`src/rtl/mem_arbiter_if.sv`:
```
// Shared-memory arbiter bus: fetch port, load/store port and the single memory port.
// slave = arbiter view; master = core plus memory model view.
interface mem_arbiter_if #(
  parameter int ADDRESS_WIDTH = 32,
  parameter int DATA_WIDTH    = 32
);
  logic                     IReq;
  logic [ADDRESS_WIDTH-1:0] IAddr;
  logic [DATA_WIDTH-1:0]    IRdata;
  logic                     IStall;

  logic                     DReq;
  logic                     DWe;
  logic                     DByte;
  logic [ADDRESS_WIDTH-1:0] DAddr;
  logic [DATA_WIDTH-1:0]    DWdata;
  logic [DATA_WIDTH-1:0]    DRdata;
  logic                     DStall;

  logic                     MemEn;
  logic                     MemWe;
  logic [ADDRESS_WIDTH-1:0] MemAddr;
  logic [DATA_WIDTH-1:0]    MemWdata;
  logic [3:0]               MemBe;
  logic [DATA_WIDTH-1:0]    MemRdata;

  modport slave (
    input  IReq, IAddr, DReq, DWe, DByte, DAddr, DWdata, MemRdata,
    output IRdata, IStall, DRdata, DStall, MemEn, MemWe, MemAddr, MemWdata, MemBe
  );

  modport master (
    output IReq, IAddr, DReq, DWe, DByte, DAddr, DWdata, MemRdata,
    input  IRdata, IStall, DRdata, DStall, MemEn, MemWe, MemAddr, MemWdata, MemBe
  );
endinterface

```
`src/rtl/mem_arbiter.sv`:
```
// Serialises fetch and load/store requests onto one multi-cycle memory port.
// Load/fetch answers MEM_LATENCY+2 cycles after the request, stores after 2; requesters stall until then.
module mem_arbiter #(
  parameter int ADDRESS_WIDTH = 32,
  parameter int DATA_WIDTH    = 32,
  parameter int MEM_LATENCY   = 2
) (
  input logic          clk,
  input logic          rst,
  mem_arbiter_if.slave bus
);
  localparam int CW = (MEM_LATENCY > 1) ? $clog2(MEM_LATENCY) : 1;

  typedef enum logic [1:0] {IDLE, ISSUE, WAIT, RESP} state_t;

  state_t                   state, state_nxt;
  logic                     owner_d;
  logic                     last_d;
  logic                     we_q;
  logic                     byte_q;
  logic [1:0]               off_q;
  logic [CW-1:0]            cnt;
  logic [DATA_WIDTH-1:0]    resp_q;
  logic                     grant;
  logic                     grant_d;
  logic [ADDRESS_WIDTH-1:0] req_addr;

  always_ff @(posedge clk) begin
    if (rst) state <= IDLE;
    else     state <= state_nxt;
  end

  // D has priority unless it took the previous slot and fetch is waiting.
  always_comb begin
    state_nxt = state;
    grant     = 1'b0;
    grant_d   = 1'b0;
    case (state)
      IDLE: begin
        grant   = bus.IReq || bus.DReq;
        grant_d = bus.DReq && !(last_d && bus.IReq);
        if (grant) state_nxt = ISSUE;
      end
      ISSUE:   state_nxt = we_q ? RESP : WAIT;
      WAIT:    if (cnt == '0) state_nxt = RESP;
      RESP:    state_nxt = IDLE;
      default: state_nxt = IDLE;
    endcase
  end

  assign req_addr = grant_d ? bus.DAddr : bus.IAddr;

  always_ff @(posedge clk) begin
    if (rst) begin
      owner_d      <= 1'b0;
      last_d       <= 1'b0;
      we_q         <= 1'b0;
      byte_q       <= 1'b0;
      off_q        <= 2'b00;
      cnt          <= '0;
      resp_q       <= '0;
      bus.MemEn    <= 1'b0;
      bus.MemWe    <= 1'b0;
      bus.MemAddr  <= '0;
      bus.MemWdata <= '0;
      bus.MemBe    <= 4'h0;
    end else begin
      bus.MemEn <= 1'b0;
      case (state)
        IDLE: begin
          if (grant) begin
            owner_d     <= grant_d;
            last_d      <= grant_d;
            we_q        <= grant_d && bus.DWe;
            byte_q      <= grant_d && bus.DByte;
            off_q       <= req_addr[1:0];
            bus.MemEn   <= 1'b1;
            bus.MemWe   <= grant_d && bus.DWe;
            bus.MemAddr <= {req_addr[ADDRESS_WIDTH-1:2], 2'b00};
            if (grant_d && bus.DByte) begin
              bus.MemWdata <= {4{bus.DWdata[7:0]}};
              bus.MemBe    <= bus.DWe ? (4'b0001 << req_addr[1:0]) : 4'hF;
            end else begin
              bus.MemWdata <= grant_d ? bus.DWdata : '0;
              bus.MemBe    <= 4'hF;
            end
          end
        end
        ISSUE: cnt <= CW'(MEM_LATENCY - 1);
        WAIT: begin
          if (cnt == '0) resp_q <= bus.MemRdata;
          else           cnt    <= cnt - 1'b1;
        end
        default: ;
      endcase
    end
  end

  assign bus.IRdata = resp_q;
  assign bus.DRdata = byte_q ? {{(DATA_WIDTH-8){1'b0}}, resp_q[{off_q, 3'b000} +: 8]} : resp_q;

  // Stall tracks the live request, so a flushed requester is released at once.
  assign bus.IStall = bus.IReq && !(state == RESP && !owner_d);
  assign bus.DStall = bus.DReq && !(state == RESP &&  owner_d);
endmodule

```
`src/flat_wrapper.sv`:
```
// flat-port wrapper written by rule: the top's interface ports become plain ports
module mem_arbiter_flat 
#(
  parameter int ADDRESS_WIDTH = 32,
  parameter int DATA_WIDTH    = 32,
  parameter int MEM_LATENCY   = 2
)
  (clk, rst, bus_IReq, bus_IAddr, bus_DReq, bus_DWe, bus_DByte, bus_DAddr, bus_DWdata, bus_MemRdata, bus_IRdata, bus_IStall, bus_DRdata, bus_DStall, bus_MemEn, bus_MemWe, bus_MemAddr, bus_MemWdata, bus_MemBe);
  mem_arbiter_if #(.ADDRESS_WIDTH(ADDRESS_WIDTH), .DATA_WIDTH(DATA_WIDTH)) bus_i ();
  input logic clk;
  input logic rst;
  input wire logic [$bits(bus_i.IReq)-1:0] bus_IReq;
  input wire logic [$bits(bus_i.IAddr)-1:0] bus_IAddr;
  input wire logic [$bits(bus_i.DReq)-1:0] bus_DReq;
  input wire logic [$bits(bus_i.DWe)-1:0] bus_DWe;
  input wire logic [$bits(bus_i.DByte)-1:0] bus_DByte;
  input wire logic [$bits(bus_i.DAddr)-1:0] bus_DAddr;
  input wire logic [$bits(bus_i.DWdata)-1:0] bus_DWdata;
  input wire logic [$bits(bus_i.MemRdata)-1:0] bus_MemRdata;
  output wire logic [$bits(bus_i.IRdata)-1:0] bus_IRdata;
  output wire logic [$bits(bus_i.IStall)-1:0] bus_IStall;
  output wire logic [$bits(bus_i.DRdata)-1:0] bus_DRdata;
  output wire logic [$bits(bus_i.DStall)-1:0] bus_DStall;
  output wire logic [$bits(bus_i.MemEn)-1:0] bus_MemEn;
  output wire logic [$bits(bus_i.MemWe)-1:0] bus_MemWe;
  output wire logic [$bits(bus_i.MemAddr)-1:0] bus_MemAddr;
  output wire logic [$bits(bus_i.MemWdata)-1:0] bus_MemWdata;
  output wire logic [$bits(bus_i.MemBe)-1:0] bus_MemBe;
  assign bus_i.IReq = bus_IReq;
  assign bus_i.IAddr = bus_IAddr;
  assign bus_i.DReq = bus_DReq;
  assign bus_i.DWe = bus_DWe;
  assign bus_i.DByte = bus_DByte;
  assign bus_i.DAddr = bus_DAddr;
  assign bus_i.DWdata = bus_DWdata;
  assign bus_i.MemRdata = bus_MemRdata;
  assign bus_IRdata = bus_i.IRdata;
  assign bus_IStall = bus_i.IStall;
  assign bus_DRdata = bus_i.DRdata;
  assign bus_DStall = bus_i.DStall;
  assign bus_MemEn = bus_i.MemEn;
  assign bus_MemWe = bus_i.MemWe;
  assign bus_MemAddr = bus_i.MemAddr;
  assign bus_MemWdata = bus_i.MemWdata;
  assign bus_MemBe = bus_i.MemBe;
  mem_arbiter #(.ADDRESS_WIDTH(ADDRESS_WIDTH), .DATA_WIDTH(DATA_WIDTH), .MEM_LATENCY(MEM_LATENCY)) u_core (.clk(clk), .rst(rst), .bus(bus_i));
endmodule
```
`config.mk`:
```
export PLATFORM = sky130hd
export DESIGN_NAME = mem_arbiter_flat
export DESIGN_NICKNAME = d
export VERILOG_FILES = /design/src/rtl/mem_arbiter_if.sv /design/src/rtl/mem_arbiter.sv /design/src/flat_wrapper.sv
export SDC_FILE = /design/constraint.sdc
export NUM_CORES = 1
export LEC_CHECK = 0
export ABC_AREA = 1
export CAP_MARGIN = 5
export CORE_ASPECT_RATIO = 0.8
export CORE_MARGIN = 8
export CORE_UTILIZATION = 35
export CTS_CLUSTER_DIAMETER = 80
export DETAILED_ROUTE_END_ITERATION = 7
export PLACE_DENSITY = 0.72
export SYNTH_ARGS = -nofsm -noshare
export SYNTH_HDL_FRONTEND = slang
export SYNTH_SLANG_ARGS = --single-unit
```
`constraint.sdc`:
```
create_clock -name clk -period 1.8 [get_ports clk]
set_input_delay 0.36 -clock clk [delete_from_list [all_inputs] [get_ports clk]]
set_output_delay 0.36 -clock clk [all_outputs]
set_load 0.01 [all_outputs]
```
==> results of run 1 <==
## final timing paths
check | slack (ns) | end | start
worst max-delay path | 0.04 | bus_DRdata[5] | u_core.off_q[0]$_SDFFE_PP0P_
worst min-delay path | 0.46 | u_core.bus.MemWdata[1]$_SDFFE_PP0P_ | u_core.bus.MemWdata[1]$_SDFFE_PP0P_
worst max register to register | 0.15 | u_core.bus.MemAddr[15]$_SDFFE_PP0P_ | u_core.state[1]$_SDFFE_PP0P_
worst min register to register | 0.46 | u_core.bus.MemWdata[1]$_SDFFE_PP0P_ | u_core.bus.MemWdata[1]$_SDFFE_PP0P_
## area by class of cell
class                   instances  area, um^2  area share
clock inverters                 5        85.1      0.0101
multi-input cells             497        2280       0.271
repair buffers                307        3030       0.361
well taps                     184         230      0.0274
inverters                      97         374      0.0445
flip-flops and latches        107        2150       0.256
clock buffers                  11         253      0.0301
## kinds of logic after synthesis
family                   after synthesis  share of synthesized area
AO/OA/AOI/OAI                        237                      0.238
adder cells (fa/ha/maj)                4                    0.00997
buffers and inverters                149                      0.126
flip-flops                           107                      0.427
other                                  1                   0.000747
AND/OR/NAND/NOR                      254                      0.199
## tightest hold or removal path: stages (launching register included)
cell and delay (ns):
dfxtp_1 0.31, nand2_1 0.06, a21oi_1 0.05
## cell usage after synthesis, drive strengths merged
cell type / number / area share
clkbuf: 19 / 0.014
a21oi: 99 / 0.099
buf: 33 / 0.039
nor2: 54 / 0.045
clkinv: 9 / 0.0067
conb: 1 / 0.00075
nand3: 12 / 0.012
a21boi: 1 / 0.0015
dfxtp: 107 / 0.43
o21ai: 136 / 0.14
inv: 88 / 0.066
nand3b: 1 / 0.0015
ha: 4 / 0.010
o211ai: 1 / 0.0015
nand2: 187 / 0.14
## repair_timing
item,CTS,global route
gates resized for setup,79,9
pin swaps,5,5
endpoints found under the setup margin,34,30
gates cloned,0,0
## sequential cells by signal, indices dropped and copies added (netlist names)
register and cells:
u_core.bus.MemBe 4, u_core.bus.MemAddr 30, u_core.state 2, u_core.bus.MemWe 1, u_core.cnt 1, u_core.owner_d 1, u_core.off_q 2, u_core.bus.MemEn 1
u_core.bus.MemWdata 32, u_core.byte_q 1, u_core.bus.IRdata 32
## power groups by stage
| stage | Clock, W | Combinational [W] | Sequential, W |
|---|---|---|---|
| floorplan | 0 | 0.00284 | 0.00419 |
| global route | 0.00240 | 0.00736 | 0.00407 |
| detailed placement | 0 | 0.00686 | 0.00394 |
| global placement | 0 | 0.00680 | 0.00394 |
| CTS | 0.00230 | 0.00672 | 0.00395 |
| finish | 0.00224 | 0.00667 | 0.00395 |
## through the flow
stage / hold WS [ns] / instances / setup TNS, ns / setup WS (ns)
finish: 0.464 / 1208 / 0 / 0.0414
global route: 0.482 / 1208 / -0.0965 / -0.0426
CTS: 0.465 / 1208 / 0 / 0.000257
detailed placement: 0.454 / 1192 / -10.73 / -0.249
global placement: 0.450 / 1192 / -9.84 / -0.243
floorplan: 0.484 / 753 / 0 / 0.328
## metal layers
metal	global-route usage	share of wire	up-vias	wire length (um)
met1	0.223	0.39	2508	7530
met2	0.345	0.47	234	9060
met4	0.0505	0.014	0	277
met3	0.105	0.13	21	2450
met5	0	0	-	0
li1	-	-	2919	-
==> results.cfg, run 1 <==
[status]
status = finished, final reports clean

[worst_setup_path]
critPathTopFamily = flip-flops
cp.arrival_ns = 1.40
start_kind = flip-flop
cp.depth = 6
worstSetupEndpointType = output port
reg2reg_depth = 9
worstPathRequired_ns = 1.44
crit_type = reg -> out
crit_slowest_cell = dfxtp_4
cp_max_fo = 6
slowest_delay_ns = 0.40
path_cells = buf_6 -> o21ai_0 -> o21ai_1 -> nand2_1 -> nand2_1 -> buf_6
worst-path-buf-inv = 2

[timing]
skew_ns = 0.0109
setup_violations = 0
fmax_mhz = 569
fin_crit_sh = 0.977
finalHoldViolCount = 0
period_needed_ns = 1.76
rsz0062_at_grt = true
slew_viol_final = 0

[power_and_ir_drop]
clockPowerShare = 0.174
power_density_mw_per_mm2 = 1530
pwr-share-comb = 0.518
p_int_w = 0.00786
p_total_w = 0.0129
p_switching_w = 0.00501
seqPwrFrac = 0.307
p_leak_nw = 3.78
ir_drop_mv = 0.767
netSwitchingFraction = 0.389

[placed_design]
gp_congestion = 0.917
hpwlAfterDp_um = 14900
place_area_mm2 = 0.00808
numPortBuffers = 267

[cts]
cts_root_buf = clkbuf_16
htreeDepth = 3
post_cts_buffers = 0
insertion_delay_ns = 0.36
cts.reportedPaths.clkPinSlew_ns = 0.07
cts.sinks = 107
cts-buffers-inserted = 9
hold_buffers = 0
cts_max_path_buffers = 2
cts_tree = built

[layout]
fill_cells = 1334
final_core_util = 0.594
stdcell_area_mm2 = 0.00840
syn2layout_area_growth_pct = 67.4
layout_common_cells = 233 x clkdlybuf4s50_1, 185 x nand2_1, 103 x dfxtp_1, 98 x a21oi_1, 80 x inv_1
final_common_cell = clkdlybuf4s50_1
layout-drive-gt1-share = 0.0869
antenna-diode-count = 0
nNetsFinal = 1157

[floorplanning]
rows = 39
coreArea_mm2 = 0.0142
die_h_um = 123
ios = 270
die_w_um = 150
initial_utilization = 0.355
die_area_mm2 = 0.0185

[grt]
antenna_found_initial = 0
grt_max_degree = 71
track_usage = 0.204
grt_first_pass_wirelength_um = 29600
grt_pass1_vias = 5580
overflow = 0

[detailed_routing]
via_count = 5682
drt_iter0_markers = 272
routedWlPerCell_um = 16.0
routed_via_density = 4.70
drc = 0
drt-total-wl_um = 19300
firstDrtPassIters = 5
ant_nets = 0

[synth]
synth_cell_type_count = 23
syn_avg_cell_area_um2 = 6.68
ys.warnings.count = 0
synth_area_mm2 = 0.00502
ys_seq_area_frac = 0.427
ys_ff_latch = 107
syn_inst = 752

[min_path]
hold_path_depth = 2
holdCritPathClass = reg -> reg

[job]
maxCapViolCount = 0
Power figures use the tool's default switching activity.
==> run 2: changes to the inputs <==
--- a/config.mk
+++ b/config.mk
@@ -6,6 +6,7 @@
 export NUM_CORES = 1
 export LEC_CHECK = 0
 export ABC_AREA = 1
+export ABC_CLOCK_PERIOD_IN_PS = 1800
 export CAP_MARGIN = 5
 export CORE_ASPECT_RATIO = 0.8
 export CORE_MARGIN = 8
==> results of run 2 <==
Final layout, timing and power as in run 1 (identical DEF).
==> run 3: changes to the inputs <==
--- a/config.mk
+++ b/config.mk
@@ -13,7 +13,7 @@
 export CORE_UTILIZATION = 35
 export CTS_CLUSTER_DIAMETER = 80
 export DETAILED_ROUTE_END_ITERATION = 7
-export PLACE_DENSITY = 0.72
+export PLACE_DENSITY = 0.73
 export SYNTH_ARGS = -nofsm -noshare
 export SYNTH_HDL_FRONTEND = slang
 export SYNTH_SLANG_ARGS = --single-unit
==> run 3 against run 2 <==
Effect of this change:
- the run now ends with setup timing left
- clock skew is essentially flat
- die area is the same
- count of clock-buffer cells in the layout grew 1
- non-clock buffer count grew 3
- cell count grew 0.25%
- critical path depth grew 1
- first-iteration DRC count grew 5.5%
- worst setup slack lost 0.047 ns
- clock power shrank 9.4%
- critical path type unchanged
- critical endpoint is now bus_DRdata[3]
- largest cell class unchanged
==> results.cfg, run 3 (synthesized netlist as in run 1, its figures left out) <==
[status]
status = complete, but fails checks
violations = setup timing

[power_and_ir_drop]
power_density_mw_per_mm2 = 1510
p_leak_nw = 3.77
p_total_w = 0.0127
ir_drop_mv = 0.768

[timing]
rsz0062_at_grt = true
fin_crit_sh = 1.00
fmax_mhz = 554
period_needed_ns = 1.81
finalHoldViolCount = 0
layout_setup_ws_ns = -0.00603
fin_setup_tns_ns = -0.00603
slew_viol_final = 0
skew_ns = 0.0107
setup_violations = 1

[worst_setup_path]
start_kind = flip-flop
slowest_delay_ns = 0.37
cp_max_fo = 6
r2r_start = u_core.state[1]$_SDFFE_PP0P_
worstSetupEndpointType = output port
cp.arrival_ns = 1.45
r2r-end = u_core.bus.MemAddr[27]$_SDFFE_PP0P_
worstPathRequired_ns = 1.44
crit_type = reg -> out
path_cells = buf_12 -> buf_6 -> o21ai_2 -> o21ai_2 -> nand2_1 -> nand2_1 -> buf_2
critPathTopFamily = flip-flops
rrSetupSlack_ns = 0.15
reg2reg_depth = 9
crit_slowest_cell = dfxtp_4
worst-path-buf-inv = 3

[detailed_routing]
ant_nets = 0
drc = 0
routed_via_density = 4.67
firstDrtPassIters = 5
drt-total-wl_um = 19400
routedWlPerCell_um = 16.0
via_count = 5660
drt_iter0_markers = 287

[grt]
antenna_found_initial = 0
grt_first_pass_wirelength_um = 29800
grt_max_degree = 73
track_usage = 0.204
overflow = 0
grt_pass1_vias = 5576

[layout]
final_common_cell = clkdlybuf4s50_1
nNetsFinal = 1160
fill_cells = 1311
layout_common_cells = 233 x clkdlybuf4s50_1, 183 x nand2_1, 104 x dfxtp_1, 98 x a21oi_1, 80 x inv_1
multi_input_area_mm2 = 0.00230
seq_area_mm2 = 0.00215
stdcell_area_mm2 = 0.00843
final_core_util = 0.596
syn2layout_area_growth_pct = 67.9
antenna-diode-count = 0
layout-drive-gt1-share = 0.0954

[cts]
cts.reportedPaths.clkPinSlew_ns = 0.07
htreeDepth = 3
cts-buffers-inserted = 9
cts_tree = built
cts_max_path_buffers = 2
hold_buffers = 0
cts_root_buf = clkbuf_16
insertion_delay_ns = 0.36
cts.sinks = 107

[min_path]
holdCritPathClass = reg -> reg
hold_start = u_core.bus.MemWdata[5]$_SDFFE_PP0P_
hold_path_depth = 2
min_to = u_core.bus.MemWdata[5]$_SDFFE_PP0P_

[placed_design]
place_area_mm2 = 0.00810
hpwlAfterDp_um = 14800
numPortBuffers = 267
place_ws_ns = -0.211
gp_congestion = 0.863

[floorplanning]
coreArea_mm2 = 0.0142
die_area_mm2 = 0.0185
ios = 270
die_w_um = 150
rows = 39
die_h_um = 123
initial_utilization = 0.355

[job]
maxCapViolCount = 0
run 3: cell types whose count changed in the layout (fill, tap and decap cells not counted), moves of 2 or more:
cell	delta
o21ai_2	+2
buf_6	+2
nor2_1	-4
clkbuf_1	+2
nand2_2	+2
o21ai_0	-2
nand2_1	-2
clkinv_4	-4
nor2_2	+4
inv_4	+2
run 3: what timing repair did:
item | 4_1_cts | 5_1_grt
buffers inserted | 0 | 0
endpoints found under the setup margin | 34 | 16
pin swaps | 3 | 14
gates cloned | 0 | 1
resized for setup | 77 | 22
run 3: layer usage:
metal,vias to the layer above,global-route usage,routed length [um]
met3,13,0.0980,2290
met1,2516,0.238,7880
met2,206,0.331,8980
met4,0,0.0573,219
met5,-,0,0
li1,2925,-,-
run 3: power breakdown:
part	switching, W	internal (W)	leakage, nW	total (W)
sequential	0.000638	0.00328	0.883	0.00392
clock	0.000909	0.00112	0.139	0.00203
combinational	0.00347	0.00331	2.75	0.00678
run 3: worst min-delay path: cells and delay by family (launching register included):
family | cells | cell delay [ns]
flops | 1 | 0.31
compound gates | 1 | 0.05
simple gates | 1 | 0.06
run 3: worst max path at each step:
stage,start,depth (start not counted),endpoint
2_1_floorplan,u_core.state[0]$_SDFFE_PP0P_,9,u_core.bus.IRdata[14]$_SDFFE_PP0P_
3_3_place_gp,bus_IReq,4,bus_IStall
3_5_place_dp,bus_DReq,8,u_core.bus.MemWdata[16]$_SDFFE_PP0P_
4_1_cts,u_core.off_q[0]$_SDFFE_PP0P_,7,bus_DRdata[2]
5_1_grt,u_core.off_q[0]$_SDFFE_PP0P_,7,bus_DRdata[3]
6_report,u_core.off_q[0]$_SDFFE_PP0P_,7,bus_DRdata[3]
run 3: final cells by class:
class / count / share of cell area
well taps: 184 / 0.0273
inverters: 97 / 0.0438
multi-input cells: 497 / 0.273
clock buffers: 12 / 0.0292
clock inverters: 4 / 0.00594
repair buffers: 310 / 0.365
flip-flops and latches: 107 / 0.255
run 3: stage by stage:
stage               std cells  hold slack [ns]
CTS                      1210            0.461
global route             1211            0.480
finish                   1211            0.458
floorplan                 753            0.484
global placement         1194            0.448
detailed placement       1194            0.453
